$ cat src/rtl/seq_multiplier_param.sv
// WIDTH-generic shift-add multiplier (A, B, X datapath plus control FSM); product lands in {A,B}.
// Define SEQ_MULT_SIGNED_EN to build two's-complement support; otherwise Signed_mode is ignored.
module seq_multiplier_param #(
    parameter int WIDTH = 8
) (
    input  logic             Clk,
    input  logic             Reset,
    input  logic             Run,
    input  logic             ClearA_LoadB,
    input  logic [WIDTH-1:0] Din,
    input  logic             Signed_mode,
    output logic [WIDTH-1:0] Aval,
    output logic [WIDTH-1:0] Bval,
    output logic             X,
    output logic             Busy,
    output logic             Done
);

    localparam int CNT_W = $clog2(WIDTH);
    localparam logic [CNT_W-1:0] CNT_LAST = CNT_W'(WIDTH - 1);

    typedef enum logic [2:0] {
        S_IDLE,
        S_CLEAR,
        S_ADD,
        S_SHIFT,
        S_HOLD
    } state_t;

    state_t           state_q, state_d;
    logic [WIDTH-1:0] a_q, a_d;
    logic [WIDTH-1:0] b_q, b_d;
    logic [WIDTH-1:0] s_q, s_d;
    logic             x_q, x_d;
    logic [CNT_W-1:0] cnt_q, cnt_d;
    logic [WIDTH:0]   sum;
    logic             signed_op;

`ifdef SEQ_MULT_SIGNED_EN
    logic mode_q, mode_d;
    assign signed_op = mode_q;
`else
    // Unsigned-only build: the port stays for pin compatibility but drives nothing.
    logic unused_mode;
    assign unused_mode = Signed_mode;
    assign signed_op   = 1'b0;
`endif

    always_comb begin
        state_d = state_q;
        a_d     = a_q;
        b_d     = b_q;
        s_d     = s_q;
        x_d     = x_q;
        cnt_d   = cnt_q;
        sum     = '0;
`ifdef SEQ_MULT_SIGNED_EN
        mode_d  = mode_q;
`endif
        case (state_q)
            S_IDLE: begin
                if (Run) begin
                    s_d     = Din;
`ifdef SEQ_MULT_SIGNED_EN
                    mode_d  = Signed_mode;
`endif
                    state_d = S_CLEAR;
                end else if (ClearA_LoadB) begin
                    a_d = '0;
                    x_d = 1'b0;
                    b_d = Din;
                end
            end
            S_CLEAR: begin
                a_d     = '0;
                x_d     = 1'b0;
                cnt_d   = '0;
                state_d = S_ADD;
            end
            S_ADD: begin
                if (b_q[0]) begin
`ifdef SEQ_MULT_SIGNED_EN
                    // The last partial product carries negative weight for a signed multiplier.
                    if (mode_q) begin
                        if (cnt_q == CNT_LAST)
                            sum = {a_q[WIDTH-1], a_q} - {s_q[WIDTH-1], s_q};
                        else
                            sum = {a_q[WIDTH-1], a_q} + {s_q[WIDTH-1], s_q};
                    end else begin
                        sum = {1'b0, a_q} + {1'b0, s_q};
                    end
`else
                    sum = {1'b0, a_q} + {1'b0, s_q};
`endif
                    {x_d, a_d} = sum;
                end else begin
                    x_d = signed_op & a_q[WIDTH-1];
                end
                state_d = S_SHIFT;
            end
            S_SHIFT: begin
                x_d = signed_op & x_q;
                a_d = {x_q, a_q[WIDTH-1:1]};
                b_d = {a_q[0], b_q[WIDTH-1:1]};
                if (cnt_q == CNT_LAST) begin
                    state_d = S_HOLD;
                end else begin
                    cnt_d   = cnt_q + CNT_W'(1);
                    state_d = S_ADD;
                end
            end
            S_HOLD: begin
                if (!Run)
                    state_d = S_IDLE;
            end
            default: state_d = S_IDLE;
        endcase
    end

    always_ff @(posedge Clk) begin
        if (Reset) begin
            state_q <= S_IDLE;
            a_q     <= '0;
            b_q     <= '0;
            s_q     <= '0;
            x_q     <= 1'b0;
            cnt_q   <= '0;
`ifdef SEQ_MULT_SIGNED_EN
            mode_q  <= 1'b0;
`endif
        end else begin
            state_q <= state_d;
            a_q     <= a_d;
            b_q     <= b_d;
            s_q     <= s_d;
            x_q     <= x_d;
            cnt_q   <= cnt_d;
`ifdef SEQ_MULT_SIGNED_EN
            mode_q  <= mode_d;
`endif
        end
    end

    assign Aval = a_q;
    assign Bval = b_q;
    assign X    = x_q;
    assign Busy = (state_q == S_CLEAR) || (state_q == S_ADD) || (state_q == S_SHIFT);
    assign Done = (state_q == S_HOLD);

endmodule

$ cat config.mk
export PLATFORM = sky130hd
export DESIGN_NAME = seq_multiplier_param
export DESIGN_NICKNAME = d
export VERILOG_FILES = /design/src/rtl/seq_multiplier_param.sv
export SDC_FILE = /design/constraint.sdc
export NUM_CORES = 1
export LEC_CHECK = 0
export BUFFER_PORTS_ARGS = -buffer_cell sky130_fd_sc_hd__buf_4
export CAP_MARGIN = 10
export CORE_MARGIN = 2
export CORE_UTILIZATION = 44
export DETAILED_ROUTE_END_ITERATION = 8
export PLACE_DENSITY = 0.65
export SLEW_MARGIN = 10
export SYNTH_ARGS = -nofsm -noshare
export SYNTH_HDL_FRONTEND = slang
export SYNTH_SLANG_ARGS = --single-unit
$ cat constraint.sdc
create_clock -name Clk -period 4.6 [get_ports Clk]
set_clock_uncertainty 0.2 [all_clocks]
set_input_delay 0.46 -clock Clk [delete_from_list [all_inputs] [get_ports Clk]]
set_output_delay 0.46 -clock Clk [all_outputs]
set_load 0.01 [all_outputs]
==> results.sh, run 1 <==
export IMPL_cts_resized=0
export IMPL_gp_congestion=0.934
export IMPL_synthesis_nets=223
export IMPL_cts_root_buf="clkbuf_8"
export IMPL_die_area_um2=4520
export IMPL_r2r_start="Aval[0]"
export IMPL_finalCritPeriodShare_pct=49.9
export IMPL_slew_viol_final=0
export IMPL_wl_per_cell_um=14.4
export IMPL_netlist_top_cells_count="dfxtp_1 (31), nand2_1 (25), nor2_1 (21)"
export IMPL_layout_drive_gt1_share_pct=23.3
export IMPL_io_pins=32
export IMPL_worst_ep_arrival_time_ps=2300
export IMPL_drc=0
export IMPL_tns_ps=0
export IMPL_cp_end_kind="flop"
export IMPL_vias=1579
export IMPL_worst_pin_slew_ps=585
export IMPL_min_period_ps=2300
export IMPL_reg2reg_setup_slack_ps=2300
export IMPL_synth_area_um2=1760
export IMPL_synthTopCellsByArea="dfxtp_1 (35%), ha_1 (7.1%), a211oi_1 (5.5%)"
export IMPL_setup_violations=0
export IMPL_async_flop_share_pct=0
export IMPL_start_util_pct=47.0
export IMPL_worstHoldStart="Din[4]"
export IMPL_synth_warnings=0
export IMPL_netlist_area_leader_share_pct=35.3
export IMPL_min_path_cells=3
export IMPL_critPathSlowestCell="fa_1"
export IMPL_hpwl_um=2920
export IMPL_ys_ff_latch=31
export IMPL_cp_slowest_stage_delay_ps=420
export IMPL_min_to="s_q[4]"
export IMPL_finalHoldViolations=0
export IMPL_wirelength_um=3970
export IMPL_first_global_vias=1506
export IMPL_cp_max_fo=4
export IMPL_powerDensity_nw_per_um2=339
export IMPL_cp_cell_sequence="ha_1 -> fa_1 -> a21o_1 -> a221oi_2 -> xnor2_1 -> a22oi_1 -> a211oi_1"
export IMPL_final_cells=275
export IMPL_r2r_end="Aval[6]"
export IMPL_cap_violations=0
export IMPL_vdd_drop_max_v=0.000247
export IMPL_worst_hold_path_type="input pin to flop"
export IMPL_ys_types=41
export IMPL_track_usage_pct=20.5
export IMPL_synth_edf_count=0
export IMPL_port_buffers=30
export IMPL_yosysMostFrequentCell="dfxtp_1"
export IMPL_ctsLongestPathBuffers=2
export IMPL_numPlacedInstances=267
export IMPL_post_cts_buffers=0
export IMPL_grt_max_degree=32
export IMPL_core_area_um2=3740
export IMPL_clkTransAtPathRegs_ps=70
export IMPL_status="completed"
export IMPL_grt_overflow_total=0
export IMPL_cts_htree_levels=2
export IMPL_clock_fmax_ghz=0.436
export IMPL_criticalPathCategory="flop to flop"
export IMPL_syn2layout_area_growth_pct=18.6
export IMPL_syn_inst=199
export IMPL_row_count=22
export IMPL_die_y_um=67.3
export IMPL_numCtsBuffers=5
export IMPL_rsz0062_at_grt="no"
export IMPL_die_w_um=67.3
export IMPL_rr_worst_depth=7
export IMPL_diodes=0
export IMPL_synth_flop_cell="dfxtp_1"
export IMPL_drt_iter0_drc=91
export IMPL_cts_tree="done"
export IMPL_first_pass_iters=4
export IMPL_antenna_left=0
export IMPL_start_kind="flop"
export IMPL_seq_area_frac_synth_pct=35.3
export IMPL_clk_latency_ps=280
export IMPL_antenna_found_initial=0
export IMPL_grt_pass1_wl_um=7020
export IMPL_final_nets=250
export IMPL_crit_required_ps=4600
export IMPL_slew_headroom_pct=60.8
export IMPL_yosys_area_top_type="dfxtp_1"
export IMPL_synth_area_per_cell_um2=8.85
export IMPL_clock_sinks=31
export IMPL_leakagePower_uw=0.000857
export IMPL_hold_buffers=0
export IMPL_avgViaCountPerCell=5.74
worst max-delay path by stage:
stage	start	endpoint	slack (ps)	cells past startpoint
floorplan	Aval[0]	Aval[6]	2500	7
global placement	Run	Aval[5]	2290	6
detailed placement	Run	Aval[5]	2280	6
CTS	Aval[0]	Aval[6]	2310	7
global route	state_q[1]	Aval[5]	2190	5
finish	Aval[0]	Aval[6]	2300	7
cell families (layout without fill, tap and decap cells):
group / Yosys count / in the layout / synth area share [%]
buffers and inverters: 12 / 40 / 3.77
muxes: 9 / 9 / 5.19
DFF: 31 / 31 / 35.3
AOI/OAI and AO/OA: 61 / 61 / 25.9
adders and majority gates: 11 / 11 / 8.24
xor gates and xnor gates: 4 / 4 / 1.99
and+or+nand+nor: 71 / 71 / 19.6
routing by layer:
layer | vias to the layer above | global-route usage [%] | wire length, um
li1 | 784 | - | -
met1 | 720 | 26.8 | 1770
met2 | 68 | 31.6 | 1810
met3 | 7 | 5.67 | 311
met4 | 0 | 9.18 | 81
met5 | - | 0 | 0
worst max-delay path, delay by kind of cell, from the launching register on:
family / cells / cell delay [ps]
compound gates: 4 / 850
fa+ha+maj: 2 / 660
xor+xnor: 1 / 160
flops: 1 / 350
stage by stage:
stage	utilization, %	setup slack (ps)	hold WS [ps]	area, um2	power [uW]
2_1_floorplan	-	2500	240	1760	425
3_3_place_gp	53.1	2290	254	1990	470
3_5_place_dp	53.1	2280	258	1990	475
4_1_cts	55.7	2310	222	2090	715
5_1_grt	55.7	2190	228	2090	748
6_report	55.7	2300	232	2090	708
sequential cells by signal, indices dropped and copies added, names as in the netlist:
register / cells
Aval: 8
Bval: 8
s_q: 8
cnt_q: 3
state_q: 3
X: 1
placed cells by master, fill, tap and decap left out, types with 4 or more instances in the layout:
cell type / instances
o21ai_0: 5
a22oi_1: 8
mux2i_1: 8
a211oi_1: 13
nor2_1: 21
a211oi_2: 5
nand3_1: 5
dfxtp_1: 31
ha_1: 10
a21oi_1: 18
clkbuf_8: 7
buf_4: 30
nor2_2: 4
nand2_1: 25
power by group:
part / total (uW) / internal (uW) / switching (uW)
clock network: 238 / 136 / 102
logic: 157 / 71.2 / 85.4
registers: 313 / 289 / 23.9
total: 708 / 497 / 211
layout make-up:
type | instances | area (um2)
inverters | 2 | 7.51
flip-flops and latches | 31 | 621
multi-input cells | 156 | 1070
fillers | 375 | 1660
repair buffers | 30 | 225
clock buffers | 8 | 100
well taps | 48 | 60.1
Power figures use the tool's default switching activity.
==> run 2, diff against run 1 <==
Settings changed: PLACE_DENSITY 0.65 to 0.68.
Clock period 4.6 ns to 2.1 ns, I/O delays scaled along.
==> run 2 against run 1 <==
  * Cell count grew 6.9%
  * First-iteration DRC count shrank 2.2%
  * Sequential cell count is the same
  * Global-route usage shrank 0.47 points
  * Combinational power grew to 2.5 times the previous value
  * Register-to-register slack lost 2200 ps
  * Total power grew 120%
  * Sequential power grew 120%
  * Clock power grew 98%
  * Sequential share of layout area shrank 2.4 points
  * Core utilization grew 5.2 points
  * Die area is the same
  * Critical endpoint unchanged
  * Highest routed layer unchanged
==> results.sh, run 2 (synthesis results as in run 1) <==
export IMPL_status="completed"
export IMPL_mostFrequentLayoutCell="buf_4"
export IMPL_cts_root_buf="clkbuf_8"
export IMPL_p_sw_share_pct=31.9
export IMPL_seq_area_um2=623
export IMPL_row_count=22
export IMPL_mostFrequentLayoutCells="buf_4 (41), dfxtp_1 (29), nand2_1 (25)"
export IMPL_r2r_start="Aval[0]"
export IMPL_powerDensity_nw_per_um2=678
export IMPL_cts_htree_levels=2
export IMPL_gp_congestion=0.841
export IMPL_syn2layout_area_growth_pct=29.6
export IMPL_final_core_util_pct=61.0
export IMPL_grt_pass1_wl_um=6880
export IMPL_finalCritPeriodShare_pct=96.2
export IMPL_worst_hold_path_type="input pin to flop"
export IMPL_setup_violations=0
export IMPL_slew_viol_final=0
export IMPL_setup_ws_ps=80.3
export IMPL_fill_cells=363
export IMPL_grt_overflow_total=0
export IMPL_min_to="s_q[1]"
export IMPL_drc=0
export IMPL_diodes=0
export IMPL_antenna_left=0
export IMPL_worstHoldStart="Din[1]"
export IMPL_die_y_um=67.3
export IMPL_min_path_cells=3
export IMPL_track_usage_pct=20.0
export IMPL_finalHoldViolations=0
export IMPL_start_util_pct=47.0
export IMPL_first_pass_iters=4
export IMPL_final_nets=269
export IMPL_slew_headroom_pct=66.3
export IMPL_clkTransAtPathRegs_ps=70
export IMPL_cp_slowest_stage_delay_ps=340
export IMPL_multi_input_area_um2=1100
export IMPL_numPlacedInstances=279
export IMPL_leakagePower_uw=0.000938
export IMPL_wl_per_cell_um=13.8
export IMPL_first_global_vias=1513
export IMPL_worst_ep_arrival_time_ps=2030
export IMPL_vdd_drop_max_v=0.000447
export IMPL_die_area_um2=4520
export IMPL_avgViaCountPerCell=5.41
export IMPL_rr_worst_depth=7
export IMPL_cts_tree="done"
export IMPL_cap_violations=0
export IMPL_drt_iter0_drc=89
export IMPL_reg2reg_setup_slack_ps=80
export IMPL_layout_drive_gt1_share_pct=28.9
export IMPL_rsz0062_at_grt="yes"
export IMPL_grt_max_degree=32
export IMPL_clock_sinks=31
export IMPL_cp_max_fo=2
export IMPL_intPower_uw=1050
export IMPL_start_kind="flop"
export IMPL_criticalPathCategory="flop to flop"
export IMPL_clk_latency_ps=280
export IMPL_core_area_um2=3740
export IMPL_worst_pin_slew_ps=505
export IMPL_crit_required_ps=2110
export IMPL_comb_power_share_pct=25.5
export IMPL_port_buffers=30
export IMPL_p_sw_uw=493
export IMPL_cp_end_kind="flop"
export IMPL_numCtsBuffers=5
export IMPL_critPathSlowestCell="dfxtp_2"
export IMPL_r2r_end="Aval[6]"
export IMPL_placed_area_um2=2090
export IMPL_ctsLongestPathBuffers=2
export IMPL_die_w_um=67.3
export IMPL_post_cts_buffers=0
export IMPL_wirelength_um=4060
export IMPL_clock_fmax_ghz=0.495
export IMPL_min_period_ps=2020
export IMPL_holdWs_ps=6.21
export IMPL_clkPwrFrac_pct=30.4
export IMPL_hpwl_um=2760
export IMPL_io_pins=32
export IMPL_final_cells=294
export IMPL_pwr_share_seq_pct=44.1
export IMPL_vias=1591
export IMPL_antenna_found_initial=0
export IMPL_pre_cts_slack_ps=14.8
export IMPL_cp_cell_sequence="ha_4 -> fa_2 -> a21o_1 -> a221oi_4 -> xnor2_1 -> a22oi_1 -> a211oi_1"
export IMPL_postLayoutCellArea_um2=2280
[run 2: how the worst max path moves through the flow]
stage | startpoint | end | slack [ps] | depth (start not counted)
5_1_grt | s_q[0] | Aval[6] | -50 | 7
4_1_cts | Aval[0] | Aval[6] | 30 | 7
3_3_place_gp | Aval[0] | Aval[6] | 40 | 7
6_report | Aval[0] | Aval[6] | 80 | 7
3_5_place_dp | Aval[0] | Aval[6] | 10 | 7
2_1_floorplan | Aval[0] | Aval[6] | 30 | 7
[run 2: metal layers]
metal  share of wire (%)  track usage [%]  up-vias
li1                    -                -      821
met1                  51             26.7      736
met2                  45             32.1       29
met3                 3.3             4.50        5
met4                 1.3             6.63        0
met5                   0                0        -
[run 2: stage by stage]
step	power, uW	setup TNS (ps)
floorplan	931	0
global placement	1060	0
detailed placement	1070	0
CTS	1550	0
global route	1640	-51.7
finish	1550	0
[run 2: area by class of cell]
type	count	area share, %
flip-flops and latches	31	27.3
clock inverters	3	0.877
well taps	48	2.63
clock buffers	5	3.02
inverters	2	0.329
multi-input cells	156	48.4
repair buffers	49	17.4
[run 2: repair_timing]
action	in CTS	in global routing
gates resized for setup	1	5
endpoints found under the setup margin	1	2
pin swaps	2	1
hold buffers	7	0
hold endpoints to repair	7	0
[run 2: critical path, delay by kind of cell, from the launching register on]
kind / cells / cell delay (ps)
xor+xnor: 1 / 150
flops: 1 / 340
compound gates: 4 / 770
fa+ha+maj: 2 / 500
[run 2: power by group through the flow]
stage                     combinational [uW]  clock, uW  sequential (uW)
after global routing                     436        520              688
after CTS                                390        484              679
final                                    394        471              682
after global placement                   373          0              691
after floorplan                          237          0              694
after detailed placement                 378          0              692
==> run 3, diff against run 2 <==
Settings changed: BUFFER_PORTS_ARGS -buffer_cell sky130_fd_sc_hd__buf_4 to -buffer_cell sky130_fd_sc_hd__buf_2.
==> run 3 against run 2 <==
  * Combinational power decreased by 6.9%
  * Largest power group unchanged
  * Design area decreased by 3.2%
  * Critical path type unchanged
  * Wire length increased by 0.32%
  * Register-to-register slack got worse by 60 ps
  * Largest cell class unchanged
==> results.sh, run 3 (synthesis results as in run 1) <==
export IMPL_status="completed"
export IMPL_cp_cell_sequence="ha_4 -> fa_2 -> a21o_1 -> a221oi_2 -> xnor2_1 -> a22oi_1 -> a211oi_1"
export IMPL_finalCritPeriodShare_pct=99.0
export IMPL_powerDensity_nw_per_um2=717
export IMPL_row_count=22
export IMPL_start_util_pct=47.0
export IMPL_diodes=0
export IMPL_post_cts_buffers=0
export IMPL_mostFrequentLayoutCells="buf_2 (30), dfxtp_1 (29), nand2_1 (25)"
export IMPL_intPower_uw=1100
export IMPL_cts_tree="done"
export IMPL_drc=0
export IMPL_clkTransAtPathRegs_ps=70
export IMPL_numPlacedInstances=278
export IMPL_die_w_um=67.3
export IMPL_track_usage_pct=19.5
export IMPL_grt_max_degree=32
export IMPL_rr_worst_depth=7
export IMPL_start_kind="flop"
export IMPL_final_cells=294
export IMPL_r2r_start="Aval[0]"
export IMPL_cap_violations=0
export IMPL_grt_pass1_wl_um=6590
export IMPL_io_pins=32
export IMPL_mostFrequentLayoutCell="buf_2"
export IMPL_slew_headroom_pct=57.6
export IMPL_critPathSlowestCell="dfxtp_2"
export IMPL_placed_area_um2=2010
export IMPL_setup_violations=0
export IMPL_setup_ws_ps=20.6
export IMPL_grt_overflow_total=0
export IMPL_vias=1623
export IMPL_criticalPathCategory="flop to flop"
export IMPL_leakagePower_uw=0.000934
export IMPL_p_sw_share_pct=30.6
export IMPL_ctsLongestPathBuffers=2
export IMPL_layout_drive_gt1_share_pct=28.0
export IMPL_cts_htree_levels=2
export IMPL_drt_iter0_drc=74
export IMPL_avgViaCountPerCell=5.52
export IMPL_clk_latency_ps=290
export IMPL_first_global_vias=1431
export IMPL_hpwl_um=2780
export IMPL_final_nets=269
export IMPL_worst_pin_slew_ps=637
export IMPL_slew_viol_final=0
export IMPL_syn2layout_area_growth_pct=25.4
export IMPL_worst_hold_path_type="input pin to flop"
export IMPL_startpoint="Aval[0]"
export IMPL_fill_cells=349
export IMPL_r2r_end="Aval[6]"
export IMPL_reg2reg_setup_slack_ps=20
export IMPL_p_sw_uw=485
export IMPL_antenna_left=0
export IMPL_cp_max_fo=2
export IMPL_clock_fmax_ghz=0.481
export IMPL_pwr_share_seq_pct=43.1
export IMPL_die_y_um=67.3
export IMPL_critPathTopFamily="compound AO/OA/AOI/OAI gates"
export IMPL_pre_cts_slack_ps=-8.21
export IMPL_comb_power_share_pct=23.2
export IMPL_port_buffers=30
export IMPL_cp_slowest_stage_delay_ps=340
export IMPL_first_pass_iters=4
export IMPL_wirelength_um=4070
export IMPL_tns_ps=0
export IMPL_cts_root_buf="clkbuf_8"
export IMPL_antenna_found_initial=0
export IMPL_wl_per_cell_um=13.8
export IMPL_rsz0062_at_grt="yes"
export IMPL_crit_required_ps=2100
export IMPL_cp_endpoint="Aval[6]"
export IMPL_crit_cells=7
export IMPL_clkPwrFrac_pct=33.8
export IMPL_numCtsBuffers=5
export IMPL_gp_congestion=0.854
export IMPL_cp_end_kind="flop"
export IMPL_die_area_um2=4520
export IMPL_core_area_um2=3740
export IMPL_clock_sinks=31
export IMPL_postLayoutCellArea_um2=2210
export IMPL_finalHoldViolations=0
export IMPL_min_period_ps=2080
export IMPL_worst_path_buf_inv=0
export IMPL_worst_ep_arrival_time_ps=2080
export IMPL_vdd_drop_max_v=0.000357
run 3: cell count changes in the layout (fill, tap and decap cells not counted):
cell | before | now
a221oi_2 | 0 | 1
a211oi_1 | 12 | 13
clkinv_2 | 1 | 0
buf_4 | 41 | 10
buf_2 | 0 | 30
clkinvlp_4 | 2 | 1
dlygate4sd3_1 | 7 | 8
clkbuf_8 | 5 | 7
a211oi_2 | 6 | 5
a221oi_4 | 1 | 0
run 3: power groups by stage:
| stage | Sequential [uW] | Combinational [uW] | Clock [uW] |
|---|---|---|---|
| finish | 682 | 367 | 535 |
| CTS | 679 | 364 | 545 |
| global route | 688 | 409 | 571 |
| global placement | 691 | 347 | 0 |
| floorplan | 694 | 237 | 0 |
| detailed placement | 692 | 351 | 0 |
run 3: per-stage QoR:
step / hold WS, ps / utilization [%] / power (uW)
finish: 17.8 / 59.0 / 1580
floorplan: 88.5 / - / 931
global route: 31.5 / 59.0 / 1670
global placement: 249 / 53.7 / 1040
detailed placement: 259 / 53.7 / 1040
CTS: 10.1 / 58.7 / 1590
run 3: final cells by class:
type | count | area, um2 | share of cell area (%)
sequential | 31 | 623 | 28.2
multi-input combinational | 156 | 1090 | 49.3
clock inverter | 1 | 7.51 | 0.340
timing repair buffer | 49 | 325 | 14.7
clock buffer | 7 | 96.3 | 4.36
inverter | 2 | 7.51 | 0.340
tap | 48 | 60.1 | 2.72
run 3: worst min-delay path: cells and delay by family:
kind | cells | cell delay (ps)
AND/OR/NAND/NOR | 1 | 60
AO/OA/AOI/OAI | 1 | 50
buffers and inverters | 1 | 130
run 3: routing by layer:
| layer | up-vias | wire [um] | GRT usage [%] |
|---|---|---|---|
| li1 | 828 | - | - |
| met3 | 8 | 195 | 3.17 |
| met2 | 38 | 1910 | 30.1 |
| met4 | 0 | 97 | 11.2 |
| met1 | 749 | 1870 | 25.7 |
| met5 | - | 0 | 0 |
run 3: how the worst min path moves through the flow:
| stage | from | to | depth (start not counted) |
|---|---|---|---|
| floorplan | Reset | Aval[5] | 1 |
| finish | Run | state_q[2] | 3 |
| global placement | s_q[5] | s_q[5] | 2 |
| global route | Run | state_q[2] | 3 |
| CTS | Run | state_q[2] | 3 |
| detailed placement | s_q[0] | s_q[0] | 2 |
run 3: timing repair:
item                                    4_1_cts  5_1_grt
hold buffers                                  8        0
pin swaps                                     4        4
endpoints found under the setup margin        1        1
gates resized for setup                       1        3
hold endpoints to repair                      8        0
